$ cat config.mk
export PLATFORM = sky130hd
export DESIGN_NAME = bcd_count_ctrl
export DESIGN_NICKNAME = d
export VERILOG_FILES = /design/src/rtl/bcd_ctrl_pkg.sv /design/src/rtl/bcd2_counter.sv /design/src/rtl/bcd_count_ctrl.sv
export SDC_FILE = /design/constraint.sdc
export NUM_CORES = 1
export LEC_CHECK = 0
export BUFFER_PORTS_ARGS = -buffer_cell sky130_fd_sc_hd__buf_2
export CORE_MARGIN = 2
export CORE_UTILIZATION = 54
export CTS_CLUSTER_DIAMETER = 150
export DETAILED_ROUTE_END_ITERATION = 10
export GPL_ROUTABILITY_DRIVEN = 0
export GPL_TIMING_DRIVEN = 0
export PLACE_DENSITY = 0.77
export SLEW_MARGIN = 20
export SYNTH_ARGS = -nofsm -noshare
export SYNTH_HDL_FRONTEND = slang
export SYNTH_SLANG_ARGS = --single-unit
$ cat constraint.sdc
create_clock -name CLOCK_I -period 3.6 [get_ports CLOCK_I]
set_input_delay 0.18 -clock CLOCK_I [delete_from_list [all_inputs] [get_ports CLOCK_I]]
set_output_delay 0.18 -clock CLOCK_I [all_outputs]
set_load 0.02 [all_outputs]
$ cat src/rtl/bcd_ctrl_pkg.sv
// Shared types, constants and helpers for the BCD counter controller.
package bcd_ctrl_pkg;

    typedef enum logic [1:0] {
        IDLE  = 2'd0,
        RUN   = 2'd1,
        PAUSE = 2'd2,
        DONE  = 2'd3
    } state_t;

    localparam logic [3:0] BCD_MAX = 4'd9;

    typedef logic [3:0] bcd_digit_t;
    typedef bcd_digit_t [1:0] bcd2_t;   // [1] tens, [0] units

    // Saturate one digit to the largest legal BCD value
    function automatic bcd_digit_t bcd_clamp(input bcd_digit_t d);
        return (d > BCD_MAX) ? BCD_MAX : d;
    endfunction

    // Saturate both digits of a two-digit value
    function automatic bcd2_t bcd2_clamp(input bcd2_t v);
        bcd2_t r;
        r[1] = bcd_clamp(v[1]);
        r[0] = bcd_clamp(v[0]);
        return r;
    endfunction

    // True when both digits are legal BCD
    function automatic logic bcd2_valid(input bcd2_t v);
        return (v[1] <= BCD_MAX) && (v[0] <= BCD_MAX);
    endfunction

endpackage

$ cat src/rtl/bcd2_counter.sv
// Two-digit BCD counter with clear, parallel load, enable and wrap pulse.
module bcd2_counter
    import bcd_ctrl_pkg::*;
(
    input  logic  clk,
    input  logic  rst,
    input  logic  clr,
    input  logic  load,
    input  bcd2_t load_value,
    input  logic  en,
    output bcd2_t count,
    output bcd2_t count_inc_c,
    output logic  wrap
);

    logic at_max;

    // Value the counter would take on the next increment
    always_comb begin
        count_inc_c = count;
        at_max      = (count[1] == BCD_MAX) && (count[0] == BCD_MAX);
        if (count[0] == BCD_MAX) begin
            count_inc_c[0] = 4'd0;
            count_inc_c[1] = (count[1] == BCD_MAX) ? 4'd0 : count[1] + 4'd1;
        end else begin
            count_inc_c[0] = count[0] + 4'd1;
        end
    end

    // Count register: clear beats load beats increment
    always_ff @(posedge clk) begin
        if (rst) begin
            count <= '0;
            wrap  <= 1'b0;
        end else begin
            wrap <= 1'b0;
            if (clr) begin
                count <= '0;
            end else if (load) begin
                count <= load_value;
            end else if (en) begin
                count <= count_inc_c;
                wrap  <= at_max;
            end
        end
    end

endmodule

$ cat src/rtl/bcd_count_ctrl.sv
// Run/pause/load controller around a two-digit BCD counter.
module bcd_count_ctrl
    import bcd_ctrl_pkg::*;
#(
    parameter int unsigned PRESCALE = 5
)
(
    input  logic       CLOCK_I,
    input  logic       RESET_I,
    input  logic       START_I,
    input  logic       STOP_I,
    input  logic [1:0] LOAD_REQ_I,
    input  bcd2_t      LOAD_VALUE0_I,
    input  bcd2_t      LOAD_VALUE1_I,
    input  bcd2_t      TARGET_I,
    output bcd2_t      BCD_COUNT_O,
    output logic [1:0] STATE_O,
    output logic [1:0] LOAD_ACK_O,
    output logic       WRAP_O,
    output logic       DONE_O
);

    localparam int unsigned PW = $clog2(PRESCALE);
    localparam logic [PW-1:0] PRESC_LAST = PW'(PRESCALE - 1);

    state_t       state;
    state_t       state_next;
    logic         done;
    logic [PW-1:0] presc;
    logic         tick;
    logic         target_hit;
    logic         cnt_clr;
    logic         presc_clr;
    logic         grant_ok;
    logic         grant_sel;
    logic         rr;
    logic [1:0]   ack;
    bcd2_t        load_q;
    bcd2_t        count;
    bcd2_t        count_inc;
    logic         wrap;

    assign tick       = (state == RUN) && (presc == PRESC_LAST);
    assign target_hit = bcd2_valid(TARGET_I) && (count_inc == TARGET_I);

    // State register; DONE flag tracks the state being entered
    always_ff @(posedge CLOCK_I) begin
        if (RESET_I) begin
            state <= IDLE;
            done  <= 1'b0;
        end else begin
            state <= state_next;
            done  <= (state_next == DONE);
        end
    end

    // Next-state logic; STOP has priority over START
    always_comb begin
        state_next = state;
        case (state)
            IDLE: begin
                if (!STOP_I && START_I) state_next = RUN;
            end
            RUN: begin
                if (STOP_I)                 state_next = PAUSE;
                else if (tick && target_hit) state_next = DONE;
            end
            PAUSE: begin
                if (STOP_I)       state_next = IDLE;
                else if (START_I) state_next = RUN;
            end
            DONE: begin
                if (STOP_I)       state_next = IDLE;
                else if (START_I) state_next = RUN;
            end
            default: state_next = IDLE;
        endcase
    end

    // FSM-driven controls for counter, prescaler and arbiter
    always_comb begin
        cnt_clr   = 1'b0;
        presc_clr = 1'b0;
        grant_ok  = 1'b0;
        if ((state == PAUSE && STOP_I) || (state == DONE && !STOP_I && START_I)) begin
            cnt_clr = 1'b1;
        end
        if ((state == IDLE || state == DONE) && state_next == RUN) begin
            presc_clr = 1'b1;
        end
        // Grant only while parked and not mid-acknowledge, so a held request
        // gets a cycle to drop before it can be granted again
        if ((state == IDLE || state == PAUSE) && state_next == state && ack == 2'b00) begin
            grant_ok = 1'b1;
        end
    end

    // Prescaler: runs only in RUN, keeps its phase through PAUSE
    always_ff @(posedge CLOCK_I) begin
        if (RESET_I) begin
            presc <= '0;
        end else if (presc_clr) begin
            presc <= '0;
        end else if (state == RUN) begin
            presc <= tick ? '0 : presc + PW'(1);
        end
    end

    // Round-robin selection between the two requesters
    always_comb begin
        grant_sel = LOAD_REQ_I[rr] ? rr : ~rr;
    end

    // Grant register; captured value loads on the cycle after the grant
    always_ff @(posedge CLOCK_I) begin
        if (RESET_I) begin
            ack    <= 2'b00;
            rr     <= 1'b0;
            load_q <= '0;
        end else begin
            ack <= 2'b00;
            if (grant_ok && (LOAD_REQ_I != 2'b00)) begin
                ack    <= grant_sel ? 2'b10 : 2'b01;
                rr     <= ~grant_sel;
                load_q <= bcd2_clamp(grant_sel ? LOAD_VALUE1_I : LOAD_VALUE0_I);
            end
        end
    end

    bcd2_counter u_counter (
        .clk         (CLOCK_I),
        .rst         (RESET_I),
        .clr         (cnt_clr),
        .load        (|ack),
        .load_value  (load_q),
        .en          (tick),
        .count       (count),
        .count_inc_c (count_inc),
        .wrap        (wrap)
    );

    assign BCD_COUNT_O = count;
    assign STATE_O     = state;
    assign LOAD_ACK_O  = ack;
    assign WRAP_O      = wrap;
    assign DONE_O      = done;

endmodule

==> results.md, run 1 <==
* Starting DRT DRC Count at 96
* Max transition margin at 56.8%
* Final worst clock skew at 3.70 ps
* Drt total wl at 4040 microns
* Clock tree from TritonCTS: yes
* Total number of nets in the final design at 324
* Minimum setup slack in the final design at 803 ps
* Clock tree root buffer cell: clkbuf_8
* WL met1 at 2050 microns
* Syn Inst Count at 238
* Maximum buffer depth of the clock tree at 2
* Via count of the first global-routing pass at 1628
* Fraction of registers with async set/reset at 0%
* Global-route wire length before repair at 6970 microns
* Number of inserted diodes at 0
* Total Routing Usage GR at 20.6%
* Mean instance size in the synthesized netlist at 8.32 sq um
* Post-Synthesis Net Count at 277
* I/O pin total at 44
* Peak ir drop on the vdd network at 0.209 mV
* Horiz. Die Dim at 64.6 microns
* Antenna violations before repair at 0
* Number of clock sinks at 26
* Post-detailed-placement half-perimeter wirelength at 3220 microns
* Number of enable-type register cells in the synthesized netlist at 0
* Ratio of routed vias to standard cells at 5.47
* Crit path cell chain: inv_1, ha_1, buf_2, and3_1, nand4_1, a2111oi_4, o2111ai_2, o21ai_2, buf_6, mux2_4
* Longest individual stage delay on the worst path at 390 ps
* Synth-to-layout area growth at 15.7%
* Post-route clock period utilization at 77.7%
* Overall Power at 0.745 mW
* Leading cell type in the layout, fill and taps excluded: buf_2
* Port bufs at 42
* ANT nets after route at 0
* Unrepaired setup endpoints after global routing: false
* Critical Path Slowest Stage Cell: dfxtp_1
* Uppermost signal routing layer after detailed routing: met4
* Most used cells in the layout excluding fill and tap cells: buf_2, nor2_1, dfxtp_1, nand2_1, inv_1
* Max capacitance violation total at 0
* Type of the worst min-delay path: input pin to register
* Number of buffers created by CTS at 3
* Data required time at the worst endpoint at 3750 ps
* Highest fanout seen on the critical path at 10
* Combined buffer and inverter count along the critical path at 3
* Setup-violating endpoint count in the final report at 0
* Vert. Die Dim at 64.6 microns
* Core region area at 3610 sq um
* Post-DR wirelength/cell at 12.2 microns
* Distinct cell type count after synthesis at 56
* Post-CTS setup buffer count at 0
* Quantity of gates resized following cts at 0
* Arrival @ worst endpoint at 2950 ps
* Number of hold violations in the final report at 0
* Pins Over Slew Limit at 0
* Die outline area at 4170 sq um
* Standard-cell row count at 22
* Post-placement cell area at 2250 sq um
* Share of synthesized area occupied by flip-flops and latches at 26.3%
* Count of placed standard cells in the final layout, fillers left out at 331
* Pin count of the biggest net entering global routing at 14
* Clock transition at the registers of the reported paths at 80 ps
* Status: finished clean
* Cts hold-fix bufs at 0
* Crit end category: register
* Cell leakage power at 0.977 nW
* Power density over the cells at 325 nW/um^2
* Actual transition at the worst max-transition pin at 644 ps
* Gate family responsible for the most delay along the worst path: compound AO/OA/AOI/OAI gates
* Placed cells at 328
* Share of layout cells above drive strength 1 at 24.4%
* Final design instance area without fill at 2290 sq um
* Fmax achieved at 358 MHz
* Yosys synthesis warning count at 0
* Filler cells at 329
* Wire length on met2 at 1770 microns
* Remaining global-route overflow at 0
* Time the final worst path needs with I/O delays and setup at 2800 ps
* Routed length on met3 at 190 microns
* Starting Density at 54.9%
* Total via count in the routed design at 1809
* Flip-flop and latch count after synthesis at 26
* Post-Syn Area at 1980 sq um
* Setup tns final at 0 ps
* H-tree depth at 1
* Class of the most critical setup path: register to register
* Most used DFF post-synth: dfxtp_1
* Crit start category: register
* Drt pass-1 iters at 4
* Source-to-sink clock delay at the later pin of the worst-skew pair at 260 ps
* DRC violations left at 0
* Dpl ws at 810 ps
path summary, 6_finish.rpt:
kind | depth (start not counted) | end | startpoint | slack [ps]
hold reg to reg | 2 | u_counter.count[1]$_SDFFE_PP0P_ | load_q[1]$_SDFFE_PP0P_ | 460
hold / removal | 4 | load_q[4]$_SDFFE_PP0P_ | LOAD_VALUE0_I[4] | 290
setup / recovery | 10 | load_q[6]$_SDFFE_PP0P_ | STATE_O[1]$_SDFF_PP0_ | 800
setup reg to reg | 10 | load_q[6]$_SDFFE_PP0P_ | STATE_O[1]$_SDFF_PP0_ | 800
state kept, by name (all words and copies together), names as in the netlist:
signal / flops
DONE_O: 1
LOAD_ACK_O: 2
STATE_O: 2
load_q: 8
presc: 3
rr: 1
u_counter.count: 8
u_counter.wrap: 1
final cells by class:
class	instances	area, sq um	area share, %
buffer	12	71.3	3.11
clock buffer	3	41.3	1.80
inverter	11	41.3	1.80
multi-input combinational	189	1350	58.8
sequential	26	520	22.7
tap	48	60.1	2.62
timing repair buffer	42	210	9.17
stage by stage:
step                      hold slack [ps]  utilization (%)
after global routing                  309             63.6
after detailed placement              451             62.4
final                                 294             63.6
after floorplan                       421                -
after global placement                448             62.4
after CTS                             294             63.6
layer usage:
| metal | track usage (%) | vias up |
|---|---|---|
| li1 | - | 944 |
| met1 | 28.4 | 812 |
| met2 | 34.8 | 51 |
| met3 | 1.91 | 2 |
| met4 | 4.79 | 0 |
| met5 | 0 | - |
tightest hold or removal path, cell delays in order:
cell and delay, ps:
buf_2 70, o32ai_1 60, nor2_1 80, mux2_4 140
Yosys cell counts, types with 3 or more instances:
cell | n | area (sq um)
clkbuf_1 | 6 | 22.5
nand2b_1 | 5 | 31.3
a31oi_1 | 4 | 25.0
mux2_4 | 8 | 120
o21ai_0 | 10 | 50.1
nor2_1 | 33 | 124
nand3_1 | 3 | 15.0
buf_2 | 3 | 15.0
inv_1 | 11 | 41.3
o21a_1 | 4 | 30.0
buf_6 | 3 | 33.8
nand2_1 | 14 | 52.6
ha_1 | 9 | 113
xnor2_1 | 4 | 35.0
a211oi_1 | 10 | 75.1
nor2b_1 | 10 | 62.6
nor3_1 | 4 | 20.0
dfxtp_1 | 26 | 521
nand3b_1 | 4 | 30.0
xor2_1 | 4 | 35.0
a21oi_1 | 10 | 50.1
nor3b_1 | 5 | 37.5
mux2i_1 | 9 | 90.1
power by group:
part	internal [mW]	total [mW]	switching [mW]
Combinational	0.119	0.252	0.133
Clock	0.0746	0.155	0.0803
Sequential	0.313	0.338	0.0250
Total	0.507	0.745	0.238
kinds of logic (layout without fill, tap and decap cells):
logic type / Yosys count / after routing / share of synthesized area, %
and+or+nand+nor: 95 / 95 / 25.8
xor gates and xnor gates: 8 / 8 / 3.54
buffers and inverters: 23 / 68 / 5.69
muxes: 18 / 18 / 11.2
adders and majority gates: 9 / 9 / 5.69
DFF: 26 / 26 / 26.3
AOI/OAI and AO/OA: 59 / 59 / 21.8
Power figures use the tool's default switching activity.
==> run 2, diff against run 1 <==
==> constraint.sdc (replaced) <==
create_clock -name CLOCK_I -period 2.6 [get_ports CLOCK_I]
set_input_delay 0.13 -clock CLOCK_I [delete_from_list [all_inputs] [get_ports CLOCK_I]]
set_output_delay 0.13 -clock CLOCK_I [all_outputs]
set_load 0.02 [all_outputs]
==> run 2 against run 1 <==
Against the previous run:
- global-route usage up 0.59 points
- sequential power up 41%
- clock skew is essentially flat
- largest cell class unchanged
- maximum frequency is 11% higher
- clock-buffer cell count unchanged
- sequential share of layout area fell by 0.72 points
- worst hold slack lost 50 ps
- clock power up 39%
- final cell count up 2.7%
- power increased by 46%
- setup slack worse by 730 ps
==> results.md, run 2 (synthesized netlist as in run 1, its figures left out) <==
* Maximum buffer depth of the clock tree at 2
* Post-DR wirelength/cell at 13.2 microns
* Source-to-sink clock delay at the later pin of the worst-skew pair at 260 ps
* Time the final worst path needs with I/O delays and setup at 2530 ps
* Antenna violations before repair at 0
* ANT nets after route at 0
* Number of buffers created by CTS at 3
* M3 GR Usage at 1.91%
* Horiz. Die Dim at 64.6 microns
* Max capacitance violation total at 0
* H-tree depth at 1
* Minimum setup slack among reg-to-reg paths at 70 ps
* Synth-to-layout area growth at 24.4%
* Standard-cell row count at 22
* Number of clock sinks at 26
* DRC violations left at 0
* Total Routing Usage GR at 21.2%
* Global-route wire length before repair at 7150 microns
* Most used routing layer in global routing: met2
* Remaining global-route overflow at 0
* Final design instance area without fill at 2460 sq um
* Share of layout cells above drive strength 1 at 31.2%
* Highest fanout seen on the critical path at 10
* Starting DRT DRC Count at 62
* Total via count in the routed design at 1854
* Core region area at 3610 sq um
* Dpl ws at -190 ps
* Setup-violating endpoint count in the final report at 0
* Pins Over Slew Limit at 0
* Drt total wl at 4500 microns
* Count of placed standard cells in the final layout, fillers left out at 340
* Vert. Die Dim at 64.6 microns
* Leading cell type in the layout, fill and taps excluded: buf_2
* Crit end category: register
* Clock tree from TritonCTS: yes
* Clock tree root buffer cell: clkbuf_8
* Fmax achieved at 395 MHz
* Via count of the first global-routing pass at 1633
* Cell leakage power at 1.03 nW
* Number of hold violations in the final report at 0
* GR Util met2 at 35.7%
* Most used cells in the layout excluding fill and tap cells: buf_2, nor2_1, dfxtp_1, nand2_1
* Status: finished clean
* Arrival @ worst endpoint at 2680 ps
* Post-route clock period utilization at 97.3%
* Power density over the cells at 443 nW/um^2
* Crit start category: register
* Number of inserted diodes at 0
* Max transition margin at 56.8%
* Pin count of the biggest net entering global routing at 14
* Die outline area at 4170 sq um
* Ratio of routed vias to standard cells at 5.45
* Clock transition at the registers of the reported paths at 80 ps
* Actual transition at the worst max-transition pin at 644 ps
* Cts hold-fix bufs at 0
* Drt pass-1 iters at 4
* Final worst clock skew at 4.14 ps
* Starting Density at 54.9%
* Setup tns final at 0 ps
* Fin util at 68.3%
* Post-detailed-placement half-perimeter wirelength at 3220 microns
* Minimum setup slack in the final design at 71.2 ps
* Total number of nets in the final design at 333
* I/O pin total at 44
* Registers with the most flip-flops: load_q x8, u_counter.count x8, presc x3
* Post-placement cell area at 2250 sq um
* Unrepaired setup endpoints after global routing: true
* Placed cells at 328
* Type of the worst min-delay path: input pin to register
* Class of the most critical setup path: register to register
* Met1 routing resource usage after global routing at 29.4%
* Peak ir drop on the vdd network at 0.289 mV
* Data required time at the worst endpoint at 2750 ps
* Port bufs at 42
run 2: cell types whose count changed in the layout (fill, tap and decap cells not counted), sizes merged:
| cell | previous run | this run |
|---|---|---|
| buf | 48 | 57 |
run 2: path summary, 6_finish.rpt:
check	end	depth (start not counted)	start
setup / recovery	load_q[6]$_SDFFE_PP0P_	9	u_counter.count[0]$_SDFFE_PP0P_
hold / removal	load_q[4]$_SDFFE_PP0P_	4	LOAD_VALUE0_I[4]
setup reg to reg	load_q[6]$_SDFFE_PP0P_	9	u_counter.count[0]$_SDFFE_PP0P_
hold reg to reg	u_counter.count[1]$_SDFFE_PP0P_	2	load_q[1]$_SDFFE_PP0P_
run 2: where the power goes:
| part | internal [mW] | switching (mW) | total [mW] |
|---|---|---|---|
| Sequential | 0.434 | 0.0430 | 0.477 |
| Combinational | 0.201 | 0.197 | 0.398 |
| Clock | 0.103 | 0.112 | 0.215 |
| Total | 0.739 | 0.352 | 1.09 |
run 2: worst max-delay path, cell delays in order, from the launching register on:
cell	delay [ps]
dfxtp_4	370
buf_8	140
nand3b_1	80
a21boi_0	110
or3_4	400
a2111oi_4	410
o2111ai_4	230
o21ai_4	240
buf_6	160
mux2_4	300
run 2: final cells by class:
class,count,area [sq um]
Inverter,11,41.3
Tap cell,48,60.1
Timing Repair Buffer,53,309
Buffer,10,67.6
Multi-Input combinational cell,189,1400
Fill cell,296,1140
Sequential cell,26,542
Clock buffer,3,41.3
run 2: routing by layer:
layer | part of all wire (%) | up-vias | wire length (microns)
li1 | - | 962 | -
met1 | 50 | 850 | 2250
met2 | 46 | 40 | 2070
met3 | 3.4 | 2 | 155
met4 | 0.42 | 0 | 19
met5 | 0 | - | 0
run 2: through the flow:
stage | total power [mW] | hold WS [ps]
detailed placement | 0.827 | 451
CTS | 1.07 | 244
finish | 1.09 | 244
global route | 1.15 | 259
global placement | 0.820 | 448
floorplan | 0.732 | 371
run 2: timing repair:
action                     4_1_cts  5_1_grt
setup endpoints to repair       12       14
resized for setup                9       18
buffers inserted                 3        7
cloned                           1        0
pin swaps                        5        6
==> run 3, diff against run 2 <==
--- a/config.mk
+++ b/config.mk
@@ -5,6 +5,7 @@
 export SDC_FILE = /design/constraint.sdc
 export NUM_CORES = 1
 export LEC_CHECK = 0
+export ABC_AREA = 1
 export BUFFER_PORTS_ARGS = -buffer_cell sky130_fd_sc_hd__buf_2
 export CORE_MARGIN = 2
 export CORE_UTILIZATION = 54
==> constraint.sdc (replaced) <==
create_clock -name CLOCK_I -period 2.7 [get_ports CLOCK_I]
set_input_delay 0.135 -clock CLOCK_I [delete_from_list [all_inputs] [get_ports CLOCK_I]]
set_output_delay 0.135 -clock CLOCK_I [all_outputs]
set_load 0.02 [all_outputs]
==> run 3 against run 2 <==
Against the previous run:
- via count grew 2.0%
- clock power shrank 25%
- design area shrank 8.5%
- synthesized cell count grew 17%
- critical path type unchanged
==> results.md, run 3 <==
* Status: finished clean
* Horiz. Die Dim at 64.1 microns
* Synth-to-layout area growth at 15.4%
* Overall Power at 1.94 mW
* Area fraction in and, or, nand and nor cells after synthesis at 51.8%
* Pins Over Slew Limit at 0
* Crit end category: register
* Number of clock sinks at 26
* Yosys synthesis warning count at 0
* Post-detailed-placement half-perimeter wirelength at 3220 microns
* Antenna violations before repair at 0
* Dominant combinational cell family by area after synthesis: simple AND/OR/NAND/NOR gates
* Leading cell type in the layout, fill and taps excluded: nand2_1
* Mean instance size in the synthesized netlist at 7.00 sq um
* Post-DR wirelength/cell at 10.8 microns
* Dominant cell type by area after synthesis: dfxtp_1
* Fraction of registers with async set/reset at 0%
* Drt pass-1 iters at 5
* Adder-cell area share of the yosys netlist at 5.77%
* Cell leakage power at 1.13 nW
* Remaining global-route overflow at 0
* Actual transition at the worst max-transition pin at 675 ps
* Core region area at 3420 sq um
* Share of layout cells above drive strength 1 at 29.5%
* Cell with the most instances after synthesis: nand2_1
* ANT nets after route at 0
* Ratio of routed vias to standard cells at 5.10
* Maximum buffer depth of the clock tree at 2
* Max transition margin at 54.7%
* Class of the most critical setup path: register to register
* Final design instance area without fill at 2250 sq um
* I/O pin total at 44
* Most used DFF post-synth: dfxtp_1
* Unrepaired setup endpoints after global routing: false
* Starting Density at 57.2%
* Via count of the first global-routing pass at 1708
* Die outline area at 4110 sq um
* Compound-gate portion of the synthesized area at 6.15%
* Port bufs at 43
* Cts hold-fix bufs at 0
* Post-placement cell area at 2230 sq um
* Arrival @ worst endpoint at 2690 ps
* Number of enable-type register cells in the synthesized netlist at 0
* Final worst clock skew at 5.83 ps
* Syn Inst Count at 279
* Post-Syn Area at 1950 sq um
* Standard-cell row count at 21
* XOR/XNOR share of the synthesized area at 0.897%
* Global-route wire length before repair at 7300 microns
* Number of hold violations in the final report at 0
* Pin count of the biggest net entering global routing at 14
* Time the final worst path needs with I/O delays and setup at 2460 ps
* Number of inserted diodes at 0
* Setup-violating endpoint count in the final report at 0
* Multiplexer area fraction after synthesis at 2.05%
* Synth cell count leaders: nand2_1, dfxtp_1, inv_1
* Total via count in the routed design at 1891
* Type of the worst min-delay path: input pin to register
* Starting DRT DRC Count at 131
* Power density over the cells at 861 nW/um^2
* Most used cells in the layout excluding fill and tap cells: nand2_1, buf_2, dfxtp_1, inv_1, nor2_1
* Total Routing Usage GR at 21.7%
* Distinct cell type count after synthesis at 32
* Drt total wl at 4000 microns
* Share of Yosys cell area claimed by the top area cell type at 26.6%
* Cell types with the largest area share after synthesis: dfxtp_1, nand2_1, nand3_2
* Fmax achieved at 406 MHz
* Quantity of gates resized following cts at 0
* Post-CTS setup buffer count at 0
* Data required time at the worst endpoint at 2930 ps
* H-tree depth at 1
* Clock tree from TritonCTS: yes
* Vert. Die Dim at 64.1 microns
* Total number of nets in the final design at 366
* Max capacitance violation total at 0
* Clock transition at the registers of the reported paths at 130 ps
* Crit start category: register
* Registers with the most flip-flops: load_q x8, u_counter.count x8, presc x3
* Post-Synthesis Net Count at 318
* Post-route clock period utilization at 91.3%
* DRC violations left at 0
* Clock tree root buffer cell: clkbuf_4
* Setup tns final at 0 ps
* Peak ir drop on the vdd network at 0.742 mV
* Number of buffers created by CTS at 3
* Source-to-sink clock delay at the later pin of the worst-skew pair at 320 ps
* Flip-flop and latch count after synthesis at 26
* Share of synthesized area occupied by flip-flops and latches at 26.6%
* Highest fanout seen on the critical path at 10
run 3: cell types whose count changed after synthesis, moves of 10 or more:
cell / change
nand3_1: +16
nor2_1: -10
nand3_2: +13
inv_1: +13
a211oi_1: -10
nand2_1: +74
nand4_1: +12
nand2_2: +10
nor2b_1: -10
run 3: report_power, final:
part           total [mW]  switching, mW  internal, mW
registers           0.575         0.0912         0.484
logic                1.20          0.798         0.406
clock network       0.161          0.109        0.0523
run 3: cell type report:
| type | count | area, sq um |
|---|---|---|
| Tap cell | 46 | 57.6 |
| Timing Repair Buffer | 43 | 215 |
| Multi-Input combinational cell | 220 | 1300 |
| Inverter | 30 | 113 |
| Clock buffer | 3 | 22.5 |
| Buffer | 3 | 18.8 |
| Fill cell | 337 | 1160 |
| Sequential cell | 26 | 523 |
run 3: metrics by stage:
| stage | util [%] | worst slack (ps) | instances | hold slack [ps] |
|---|---|---|---|---|
| 3_3_place_gp | 65.2 | 127 | 368 | 399 |
| 4_1_cts | 65.8 | 41.0 | 371 | 44.7 |
| 2_1_floorplan | - | 391 | 279 | 205 |
| 5_1_grt | 66.0 | 32.8 | 371 | 32.2 |
| 3_5_place_dp | 65.2 | 64.1 | 368 | 400 |
| 6_report | 66.0 | 235 | 371 | 43.5 |
run 3: logic make-up after synthesis:
| kind of cell | count (synthesis) |
|---|---|
| and+or+nand+nor | 186 |
| buffers and inverters | 33 |
| DFF | 26 |
| AOI/OAI and AO/OA | 19 |
| adders and majority gates | 9 |
| muxes | 4 |
| xor gates and xnor gates | 2 |
run 3: per-layer routing:
layer / vias to the layer above / wire, microns / track usage [%]
li1: 1011 / - / -
met1: 817 / 1940 / 27.6
met2: 58 / 1790 / 38.4
met3: 5 / 222 / 2.64
met4: 0 / 53 / 6.38
met5: - / 0 / 0
run 3: path summary, 6_finish.rpt:
check	depth (start not counted)	to	from	slack [ps]
setup / recovery	19	load_q[5]$_SDFFE_PP0P_	STATE_O[1]$_SDFF_PP0_	240
hold / removal	2	STATE_O[0]$_SDFF_PP0_	RESET_I	40
setup reg to reg	19	load_q[5]$_SDFFE_PP0P_	STATE_O[1]$_SDFF_PP0_	240
hold reg to reg	2	load_q[4]$_SDFFE_PP0P_	load_q[4]$_SDFFE_PP0P_	460
run 3: worst max-delay path, stage by stage (launching register included):
cell	delay, ps
dfxtp_2	390
inv_2	130
ha_2	250
nand2_1	80
inv_1	50
nand2_1	150
nor2_1	140
nand2_1	60
nor2_1	120
nand3_2	90
nor2_2	100
nand2_2	80
nand2_2	60
nand2_2	60
nand3_2	70
nand2_2	80
nor2_8	210
nand2_8	120
nand3_2	80
nand2_1	50
